## src/rtl/led_arb_pkg.sv

```systemverilog
// Shared constants, FSM encoding and pattern helpers for the LED status arbiter.
// Pattern timing is expressed in 1 ms ticks.
package led_arb_pkg;

    localparam logic [1:0] MODE_SOLID = 2'b00;
    localparam logic [1:0] MODE_SLOW  = 2'b01;
    localparam logic [1:0] MODE_FAST  = 2'b10;
    localparam logic [1:0] MODE_BURST = 2'b11;

    localparam int SLOW_HALF_MS = 500;
    localparam int FAST_HALF_MS = 125;
    localparam int BURST_ON_MS  = 200;
    localparam int BURST_GAP_MS = 1000;
    localparam int HB_HALF_MS   = 1000;

    // Longest period is a 7-pulse burst: 7*400+1000 = 3800 ticks.
    localparam int PHASE_W = 12;

    typedef enum logic {
        ST_IDLE = 1'b0,
        ST_SHOW = 1'b1
    } state_t;

    function automatic int burst_count(input logic [2:0] code);
        return (code == 3'd0) ? 1 : int'(code);
    endfunction

    function automatic logic [PHASE_W-1:0] pattern_period(input logic [1:0] mode,
                                                         input logic [2:0] code);
        case (mode)
            MODE_SLOW:  return PHASE_W'(2 * SLOW_HALF_MS);
            MODE_FAST:  return PHASE_W'(2 * FAST_HALF_MS);
            MODE_BURST: return PHASE_W'(burst_count(code) * 2 * BURST_ON_MS + BURST_GAP_MS);
            default:    return PHASE_W'(1);
        endcase
    endfunction

    function automatic logic pattern_on(input logic [1:0] mode, input logic [2:0] code,
                                        input logic [PHASE_W-1:0] phase);
        logic on;
        on = 1'b0;
        case (mode)
            MODE_SOLID: on = 1'b1;
            MODE_SLOW:  on = (int'(phase) < SLOW_HALF_MS);
            MODE_FAST:  on = (int'(phase) < FAST_HALF_MS);
            default: begin
                for (int k = 0; k < 7; k++) begin
                    if (k < burst_count(code) &&
                        int'(phase) >= k * 2 * BURST_ON_MS &&
                        int'(phase) <  k * 2 * BURST_ON_MS + BURST_ON_MS)
                        on = 1'b1;
                end
            end
        endcase
        return on;
    endfunction

endpackage

```

## src/rtl/led_tick_gen.sv

```systemverilog
// Prescaler producing a registered 1-cycle tick every DIV clocks,
// plus the free-running heartbeat that toggles every HB_HALF_MS ticks.
module led_tick_gen
    import led_arb_pkg::*;
#(
    parameter int DIV = 100_000
)(
    input  logic clk_100M,
    input  logic rst_n,
    output logic tick,
    output logic hb_led
);

    localparam int CNT_W = (DIV > 1) ? $clog2(DIV) : 1;
    localparam int HB_W  = $clog2(HB_HALF_MS);

    logic [CNT_W-1:0] cnt;
    logic [HB_W-1:0]  hb_cnt;

    // NOTE: sequential state uses non-blocking assignments so every register samples pre-edge values.
    always_ff @(posedge clk_100M or negedge rst_n) begin
        if (!rst_n) begin
            cnt    <= '0;
            tick   <= 1'b0;
            hb_cnt <= '0;
            hb_led <= 1'b1;
        end else begin
            tick <= (cnt == CNT_W'(DIV - 1));
            cnt  <= (cnt == CNT_W'(DIV - 1)) ? '0 : cnt + 1'b1;
            if (tick) begin
                if (hb_cnt == HB_W'(HB_HALF_MS - 1)) begin
                    hb_cnt <= '0;
                    hb_led <= ~hb_led;
                end else begin
                    hb_cnt <= hb_cnt + 1'b1;
                end
            end
        end
    end

endmodule

```

## src/rtl/led_status_arb.sv

```systemverilog
// Shares two board LEDs: led[0] heartbeat, led[1] pattern of the highest-priority requester
// with a minimum hold time. Optional `LED_PWM_EN dims the led[1] on-phase with a 1/16-step duty.
module led_status_arb
    import led_arb_pkg::*;
#(
    parameter int CLK_FREQ_HZ = 100_000_000,
    parameter int TICK_HZ     = 1000,
    parameter int NREQ        = 4,
    parameter int MIN_HOLD_MS = 500
`ifdef LED_PWM_EN
    ,parameter int PWM_DUTY   = 4
`endif
)(
    input  logic              clk_100M,
    input  logic              rst_n,
    input  logic [NREQ-1:0]   req,
    input  logic [2*NREQ-1:0] req_mode,
    input  logic [3*NREQ-1:0] req_code,
    output logic [NREQ-1:0]   grant,
    output logic [1:0]        led
);

    localparam int IDX_W  = (NREQ > 1) ? $clog2(NREQ) : 1;
    localparam int HOLD_W = $clog2(MIN_HOLD_MS + 1);

    logic                tick;
    logic                hb_led;
    state_t              state_q, state_d;
    logic [NREQ-1:0]     grant_d;
    logic [1:0]          mode_q, mode_d;
    logic [2:0]          code_q, code_d;
    logic [PHASE_W-1:0]  phase_q, phase_d;
    logic [HOLD_W-1:0]   hold_q, hold_d;
    logic                led1_q, led1_d;
    logic [IDX_W-1:0]    pick_idx;
    logic [NREQ-1:0]     pick_oh;
    logic                relatch;
    logic                hold_done;
    logic                pwm_on;

    led_tick_gen #(.DIV(CLK_FREQ_HZ / TICK_HZ)) u_tick_gen (
        .clk_100M (clk_100M),
        .rst_n    (rst_n),
        .tick     (tick),
        .hb_led   (hb_led)
    );

`ifdef LED_PWM_EN
    logic [3:0] pwm_cnt;
    always_ff @(posedge clk_100M or negedge rst_n) begin
        if (!rst_n) pwm_cnt <= '0;
        else        pwm_cnt <= pwm_cnt + 1'b1;
    end
    assign pwm_on = (5'(pwm_cnt) < 5'(PWM_DUTY));
`else
    assign pwm_on = 1'b1;
`endif

    // Lowest set index wins.
    always_comb begin
        pick_idx = '0;
        for (int i = NREQ - 1; i >= 0; i--) begin
            if (req[i]) pick_idx = IDX_W'(i);
        end
        pick_oh = (|req) ? (NREQ'(1) << pick_idx) : '0;
    end

    always_ff @(posedge clk_100M or negedge rst_n) begin
        if (!rst_n) begin
            state_q <= ST_IDLE;
            grant   <= '0;
            mode_q  <= MODE_SOLID;
            code_q  <= '0;
            phase_q <= '0;
            hold_q  <= '0;
            led1_q  <= 1'b0;
        end else begin
            state_q <= state_d;
            grant   <= grant_d;
            mode_q  <= mode_d;
            code_q  <= code_d;
            phase_q <= phase_d;
            hold_q  <= hold_d;
            led1_q  <= led1_d;
        end
    end

    assign hold_done = (hold_q >= HOLD_W'(MIN_HOLD_MS));

    // NOTE: every signal gets a default first so no path leaves one unassigned (no latches).
    always_comb begin
        state_d = state_q;
        grant_d = grant;
        mode_d  = mode_q;
        code_d  = code_q;
        phase_d = phase_q;
        hold_d  = hold_q;
        relatch = 1'b0;
        if (tick) begin
            case (state_q)
                ST_IDLE: begin
                    if (|req) begin
                        state_d = ST_SHOW;
                        relatch = 1'b1;
                    end
                end
                default: begin
                    if (hold_done && !(|req)) begin
                        state_d = ST_IDLE;
                        grant_d = '0;
                        phase_d = '0;
                        hold_d  = '0;
                    end else if (hold_done && pick_oh != grant) begin
                        relatch = 1'b1;
                    end else begin
                        hold_d  = hold_done ? hold_q : hold_q + 1'b1;
                        phase_d = (phase_q == pattern_period(mode_q, code_q) - PHASE_W'(1))
                                  ? '0 : phase_q + 1'b1;
                    end
                end
            endcase
        end
        if (relatch) begin
            grant_d = pick_oh;
            mode_d  = req_mode[2*pick_idx +: 2];
            code_d  = req_code[3*pick_idx +: 3];
            phase_d = '0;
            hold_d  = '0;
        end
    end

    always_comb begin
        led1_d = (state_d == ST_SHOW) && pattern_on(mode_d, code_d, phase_d) && pwm_on;
    end

    assign led = {led1_q, hb_led};

endmodule

```

## config.mk

```make
export PLATFORM = sky130hd
export DESIGN_NAME = led_status_arb
export DESIGN_NICKNAME = d
export VERILOG_FILES = /design/src/rtl/led_arb_pkg.sv /design/src/rtl/led_tick_gen.sv /design/src/rtl/led_status_arb.sv
export SDC_FILE = /design/constraint.sdc
export NUM_CORES = 1
export LEC_CHECK = 0
export BUFFER_PORTS_ARGS = -buffer_cell sky130_fd_sc_hd__buf_2
export CORE_ASPECT_RATIO = 1.4
export CORE_MARGIN = 2
export CORE_UTILIZATION = 44
export CTS_CLUSTER_SIZE = 24
export DETAILED_ROUTE_END_ITERATION = 10
export GPL_TIMING_DRIVEN = 0
export SYNTH_ARGS = -nofsm -noshare
export SYNTH_HDL_FRONTEND = slang
export SYNTH_SLANG_ARGS = --single-unit
```

## constraint.sdc

```tcl
create_clock -name clk_100M -period 5 [get_ports clk_100M]
set_input_delay 0.75 -clock clk_100M [delete_from_list [all_inputs] [get_ports clk_100M]]
set_output_delay 0.75 -clock clk_100M [all_outputs]
set_load 0.01 [all_outputs]
```

Word-level counts from Yosys, hierarchy flattened. Cells that the tools add are included.

Register bits after elaboration: 61. Bits in latches: 0. Bits in writable memories: 0. Bits in read-only memories: 0. Input bits: 26. Output and inout port bits: 6. Memories kept: 0.

$add $sub $neg: 6. $mul: 2. Divide/modulo/power cells: 0. Magnitude comparators: 23. Eq/ne operators: 11. Shifts and indexed selects: 3. Multiplexer cells: 48. Bitwise logic cells: 1. Reduce and logical (&&, ||, !) cells: 27.

Operator list (count): $mux 12 (10); $lt 3x32->1 const A (2); $lt 4x32->1 const A (2); $mux 9 (6); $ge 12x11->1 const B (3); $pmux 12 s3 (1); $lt 1x32->1 const A (1); $lt 2x32->1 const A (1); $lt 12x10->1 const B (2); $lt 12x11->1 const B (2); $lt 12x12->1 const B (2); $mux 4 (5); $add 17x1->17 const B (1); $eq 17x17->1 const B (1); $mux 17 (1); $logic_and 1x1->1 (16); $mux 1 (15); $add 12x1->12 const B (1); $add 12x10->12 const B (1); $eq 12x12->1 (1); $ge 12x10->1 const B (1); $ge 12x12->1 const B (1); $ge 12x9->1 const B (1); $lt 12x7->1 const B (1); other kinds (31) (43).

Depth between registers and ports, before layout.
Depth after elaboration: 31. Mapped depth: 15. Depth with buffers taken out: 14.

Hierarchy. Synthesis repeated with hierarchy kept, for this count alone.

Cell total of the unflattened synthesis: 480. Area, all modules: 4309.1 um^2.

Modules (own cells, without submodules): led_status_arb (times used 1, cells each 355, area an instance 2914.0 um^2, seq. area each 800.8 um^2); led_tick_gen (times used 1, cells each 125, area an instance 1395.1 um^2, seq. area each 726.9 um^2).

Least setup slack after synthesis. No wires, ideal clock.

Path type: register -> register. Start point: register code_q[1]. End point: register led1_q. Library setup time: 0.142 ns. Data arrival time: 3.370 ns. Data required time: 4.858 ns. Setup slack: 1.488 ns. Cell stages (with the launch flop): 15. Path buffers: 0. Path through: dfrtp_1 > inv_1 > ha_1 > ha_1 > and3b_1 > o31ai_1 > xor2_1 > nand4_1 > nor4_4 > o31ai_4 > o31ai_1 > nand2b_1 > a21oi_1 > a2111oi_1 > a31oi_1.

Longest elaborated chain between the ends: 28. Elaborated cells on any way between the ends: 64.

Ends and longest elaborated chain: start, declared (RTL line led_status_arb.sv:31) `logic [2:0] code_q, code_d;`; start signal, assigned (RTL line led_status_arb.sv:81) `code_q <= code_d;`; $logic_not 3->1 (RTL line led_arb_pkg.sv:25) `return (code == 3'd0) ? 1 : int'(code);`; $mux 3 (RTL line led_arb_pkg.sv:25); $mul 3x5->8 (RTL line led_arb_pkg.sv:33) `MODE_BURST: return PHASE_W'(burst_count(code) * 2 * BURST_ON_MS + BURST_GAP_MS);`; $add 12x10->12 (RTL line led_arb_pkg.sv:33); $pmux 12 s3 (RTL line led_arb_pkg.sv:30) `case (mode)`; $mux 12 (RTL line led_status_arb.sv:113) `end else if (hold_done && pick_oh != grant) begin`; $mux 12 (RTL line led_status_arb.sv:108) `if (hold_done && !(|req)) begin`; $mux 12 (RTL line led_status_arb.sv:100) `case (state_q)`; (+8 left out); $mux 12 (RTL line led_status_arb.sv:123) `if (relatch) begin`; $lt 12x8->1 / $ge 12x9->1 (equally long branches) (RTL line led_arb_pkg.sv:50, led_arb_pkg.sv:49); $logic_and 1x1->1, on equally long branches (RTL line led_arb_pkg.sv:49, led_arb_pkg.sv:48); $mux 1 / $logic_and 1x1->1 (equally long branches) (RTL line led_arb_pkg.sv:48, led_arb_pkg.sv:49); $mux 1 (6 in series) (RTL line led_arb_pkg.sv:48) `if (k < burst_count(code) &&`; $pmux 1 s3 (*) (RTL line led_arb_pkg.sv:42) `case (mode)`; $logic_and 1x1->1 (*) (RTL line led_status_arb.sv:133) `led1_d = (state_d == ST_SHOW) && pattern_on(mode_d, code_d, phase_d) && pwm_on;`; named net led1_d (RTL line led_status_arb.sv:34) `logic led1_q, led1_d;`; end signal, assigned (RTL line led_status_arb.sv:84) `led1_q <= led1_d;`; end, declared (RTL line led_status_arb.sv:34).

The timed path passes the listed nets; every way through them passes the cells marked *. The select of a mux whose other input is x is not followed. A chain may end at the register's enable or synchronous reset.

Worst setup path after layout. Ends and elaborated chain as after synthesis.

==> impl_results.md <==
- Status: finished, final reports clean
- Top-count cell post-synth: nand2_1
- Vias in the first global route: 3866
- Simple-Gate Fraction of Synth Area: 29.4%
- R2r setup slk: 0.75 ns
- Total number of vias: 4014
- RSZ-0062 raised after global routing: false
- Diode count: 0
- CP Max Fanout: 8
- Commonest cells in the netlist: 76 x nand2_1, 60 x dfrtp_1, 48 x nor2_1, 28 x o21ai_0, 25 x nand3_1
- Routed Antenna Nets: 0
- Starting Density: between 40 and 50%
- Post-CTS Hold Fix Bufs: 0
- Post-synth ARST share: 100%
- Fin area: approximately 4900 um^2
- Final total power: roughly 1.3 mW
- Final Hold Viols: 0
- Initial antenna violation count: 0
- Post-synthesis mux area share: 3.33%
- Worst r2r dst: led1_q
- Syn Area/Cell: 8.51 um^2
- Setup crit start kind: flip-flop
- Worst-path clk slew: 0.05 ns
- Worst VDD drop: 0.208 mV
- Dpl cells: 645
- Average wire per standard cell: 17.3 um
- Final Non-Filler Cells: 661
- Die footprint: approximately 11000 um^2
- Worst path max stage delay: 0.59 ns
- MaxCap Viol Count: 0
- Hold WS: 0.476 ns
- Cell breakdown of the critical path: inv_1, ha_1, ha_1, and3b_1, o31ai_1, xor2_1, nand4_1, nor4_4, o21ai_1, nor4_1, nor4_1, o32ai_1, a2111oi_1, a31oi_1
- I/O pins: 32
- Count of final setup violators: 0
- Mapped Cells: between 500 and 600
- Hold crit path type: in -> async
- Nets: 580
- Routed WL: 11400 um
- PD cells: 256 nW/um^2
- Crit-path slowest cell: nor4_1
- Pin count of the biggest net entering global routing: 62
- Syn-to-layout area delta: 15.4%
- Final Wtd Congestion: around 0.95
- Final HPWL DP: 8600 um
- Tcrit/Tclk final: approximately 85%
- Fraction of layout cells with a size suffix above 1: 14.3%
- Slew headroom: 41.4%
- Port Buf Inserts: 31
- F_max: about 240 MHz
- Seq cells post-synth: 61
- Buffer count from post-CTS setup fixing: 0
- Fin Setup TNS: 0 ns
- Clk buf depth: 2
- Xor and xnor area share after synthesis: 6.89%
- Root buf cell: clkbuf_16
- Core ar.: between 9000 and 10000 um^2
- CTS Buf Count: 9
- CP arrival: between 4 and 5 ns
- First-pass GRT wire length: approximately 19000 um
- Width of the die: slightly below 90 um
- Setup Skew: between 0.003 and 0.004 ns
- Vias/cell: 6.07
- Req. time, crit path: 5.25 ns
- Syn Nets: roughly 540
- YS warnings: 0
- Yosys cell types: 77
- GRT Total Usage: between 20% and 30%
- Share of the synthesized area in the top cell type: about a third
- EDFF count, synth: 0
- Placed cell areas: 4590 um^2
- Post-Syn Area: 4290 um^2
- Synth area leaders: dfrtp_1 35%, nand2_1 6.7%, nor2_1 4.2%
- Clk sink count: a little over 60
- Detailed Routing Iterations Pass 1: 5
- Synth Area in Adders: 2.33%
- CTS tree: done
- Slew Viols, Final: 0
- Die height: roughly 120 um
- Main synth FF type: dfrtp_1
- Leading area contributor after synthesis: dfrtp_1
- Largest family of logic cells by synthesized area: simple AND/OR/NAND/NOR gates
- Synth Area in Compound Gates: 18.5%
- R2R Path Start: code_q[1]
- Initial DRC count: 280
- Post-cts sizing count: 0
- Worst setup path class: reg -> reg
- Overflow after GRT: 0
- Setup crit end kind: flip-flop
- Final min period: around 4.2 ns
- DRC: 0
- Clock Latency Late Sink: 0.33 ns
- Standard-cell rows: 42
- LEAKAGE: 2.09 nW
- Worst Reg2Reg Path Length in Cells: 14
- Seq/Total Area, Yosys: 35.6%
- Actual slew at the worst max-slew pin: 0.871 ns
- H-tree levels: 3
==> cell usage in the layout, fill, tap and decap left out, types with 3 or more instances in the layout <==
cell type	n
nand2_1	76
dfrtp_1	60
nor2_1	48
buf_2	34
o21ai_0	28
nand3_1	25
nand4_1	19
xor2_1	16
inv_1	15
xnor2_1	15
clkbuf_1	15
a21oi_1	14
nor3_1	12
clkbuf_16	9
o211ai_1	8
ha_1	8
and2_1	7
nand2b_1	7
nor4_1	7
and3_1	7
o21ai_1	5
nor2b_1	5
or3_1	5
mux4_2	5
a31oi_1	5
or4_1	4
o31ai_1	4
o21bai_1	3
nor3_2	3
or2_2	3
a211oi_1	3
mux2i_1	3
nand3b_1	3
a22o_1	3
o21a_1	3
buf_4	3
bufinv_16	3
==> worst max-delay path by stage <==
| stage | from | end | slack, ns | depth (start not counted) |
|---|---|---|---|---|
| floorplan | code_q[1] | led1_q | 1.49 | 14 |
| global placement | req[2] | led1_q | 0.70 | 12 |
| detailed placement | req[2] | led1_q | 0.74 | 12 |
| CTS | code_q[1] | led1_q | 0.81 | 14 |
| global route | code_q[1] | led1_q | 0.41 | 13 |
| finish | code_q[1] | led1_q | 0.75 | 14 |
==> per-layer routing <==
metal | vias to the layer above | part of all wire [%] | global-route usage, %
li1 | 1934 | - | -
met1 | 1945 | 42 | 28.2
met4 | 0 | 2.6 | 8.27
met5 | - | 0 | 0
met2 | 111 | 51 | 39.3
met3 | 24 | 3.8 | 4.30
==> logic make-up (layout without fill, tap and decap cells) <==
kind of cell               count (synthesis)  count (layout)
muxes                                      8               8
adders and majority gates                  8               8
buffers and inverters                     40              87
DFF                                       61              61
and+or+nand+nor                          246             246
xor gates and xnor gates                  32              32
AOI/OAI and AO/OA                        109             109
==> area by class of cell <==
cell class	count	area (um^2)
plain buffers	23	106
clock buffers	11	253
clock inverters	5	106
fillers	914	4510
inverters	17	63.8
multi-input cells	403	2600
flip-flops and latches	61	1530
well taps	110	138
repair buffers	31	158
==> worst max-delay path: cells and delay by family, from the launching register on <==
kind | cells | cell delay (ns)
simple gates | 5 | 1.59
compound gates | 5 | 1.15
fa+ha+maj | 2 | 0.66
flops | 1 | 0.46
xor+xnor | 1 | 0.18
buf+inv | 1 | 0.14
==> sequential cells by signal (all words and copies together), names as in the netlist <==
signal and flops:
code_q 3, grant 4, hold_q 9, led1_q 1, mode_q 2, phase_q 12, state_q 1, u_tick_gen.cnt 17
u_tick_gen.hb_cnt 10, u_tick_gen.hb_led 1, u_tick_gen.tick 1
==> stage by stage <==
| stage | setup WS, ns | utilization [%] |
|---|---|---|
| after global routing | 0.409 | 52.3 |
| after detailed placement | 0.735 | 48.5 |
| final | 0.752 | 52.3 |
| after CTS | 0.814 | 52.3 |
| after global placement | 0.704 | 48.4 |
| after floorplan | 1.49 | - |
==> report_power, final <==
| group | leakage, nW | internal [mW] | total [mW] | switching (mW) |
|---|---|---|---|---|
| Combinational | 1.18 | 0.0158 | 0.0346 | 0.0188 |
| Clock | 0.172 | 0.514 | 0.740 | 0.225 |
| Sequential | 0.740 | 0.494 | 0.494 | 0 |
Note: power is estimated with default switching activity, not from simulation.
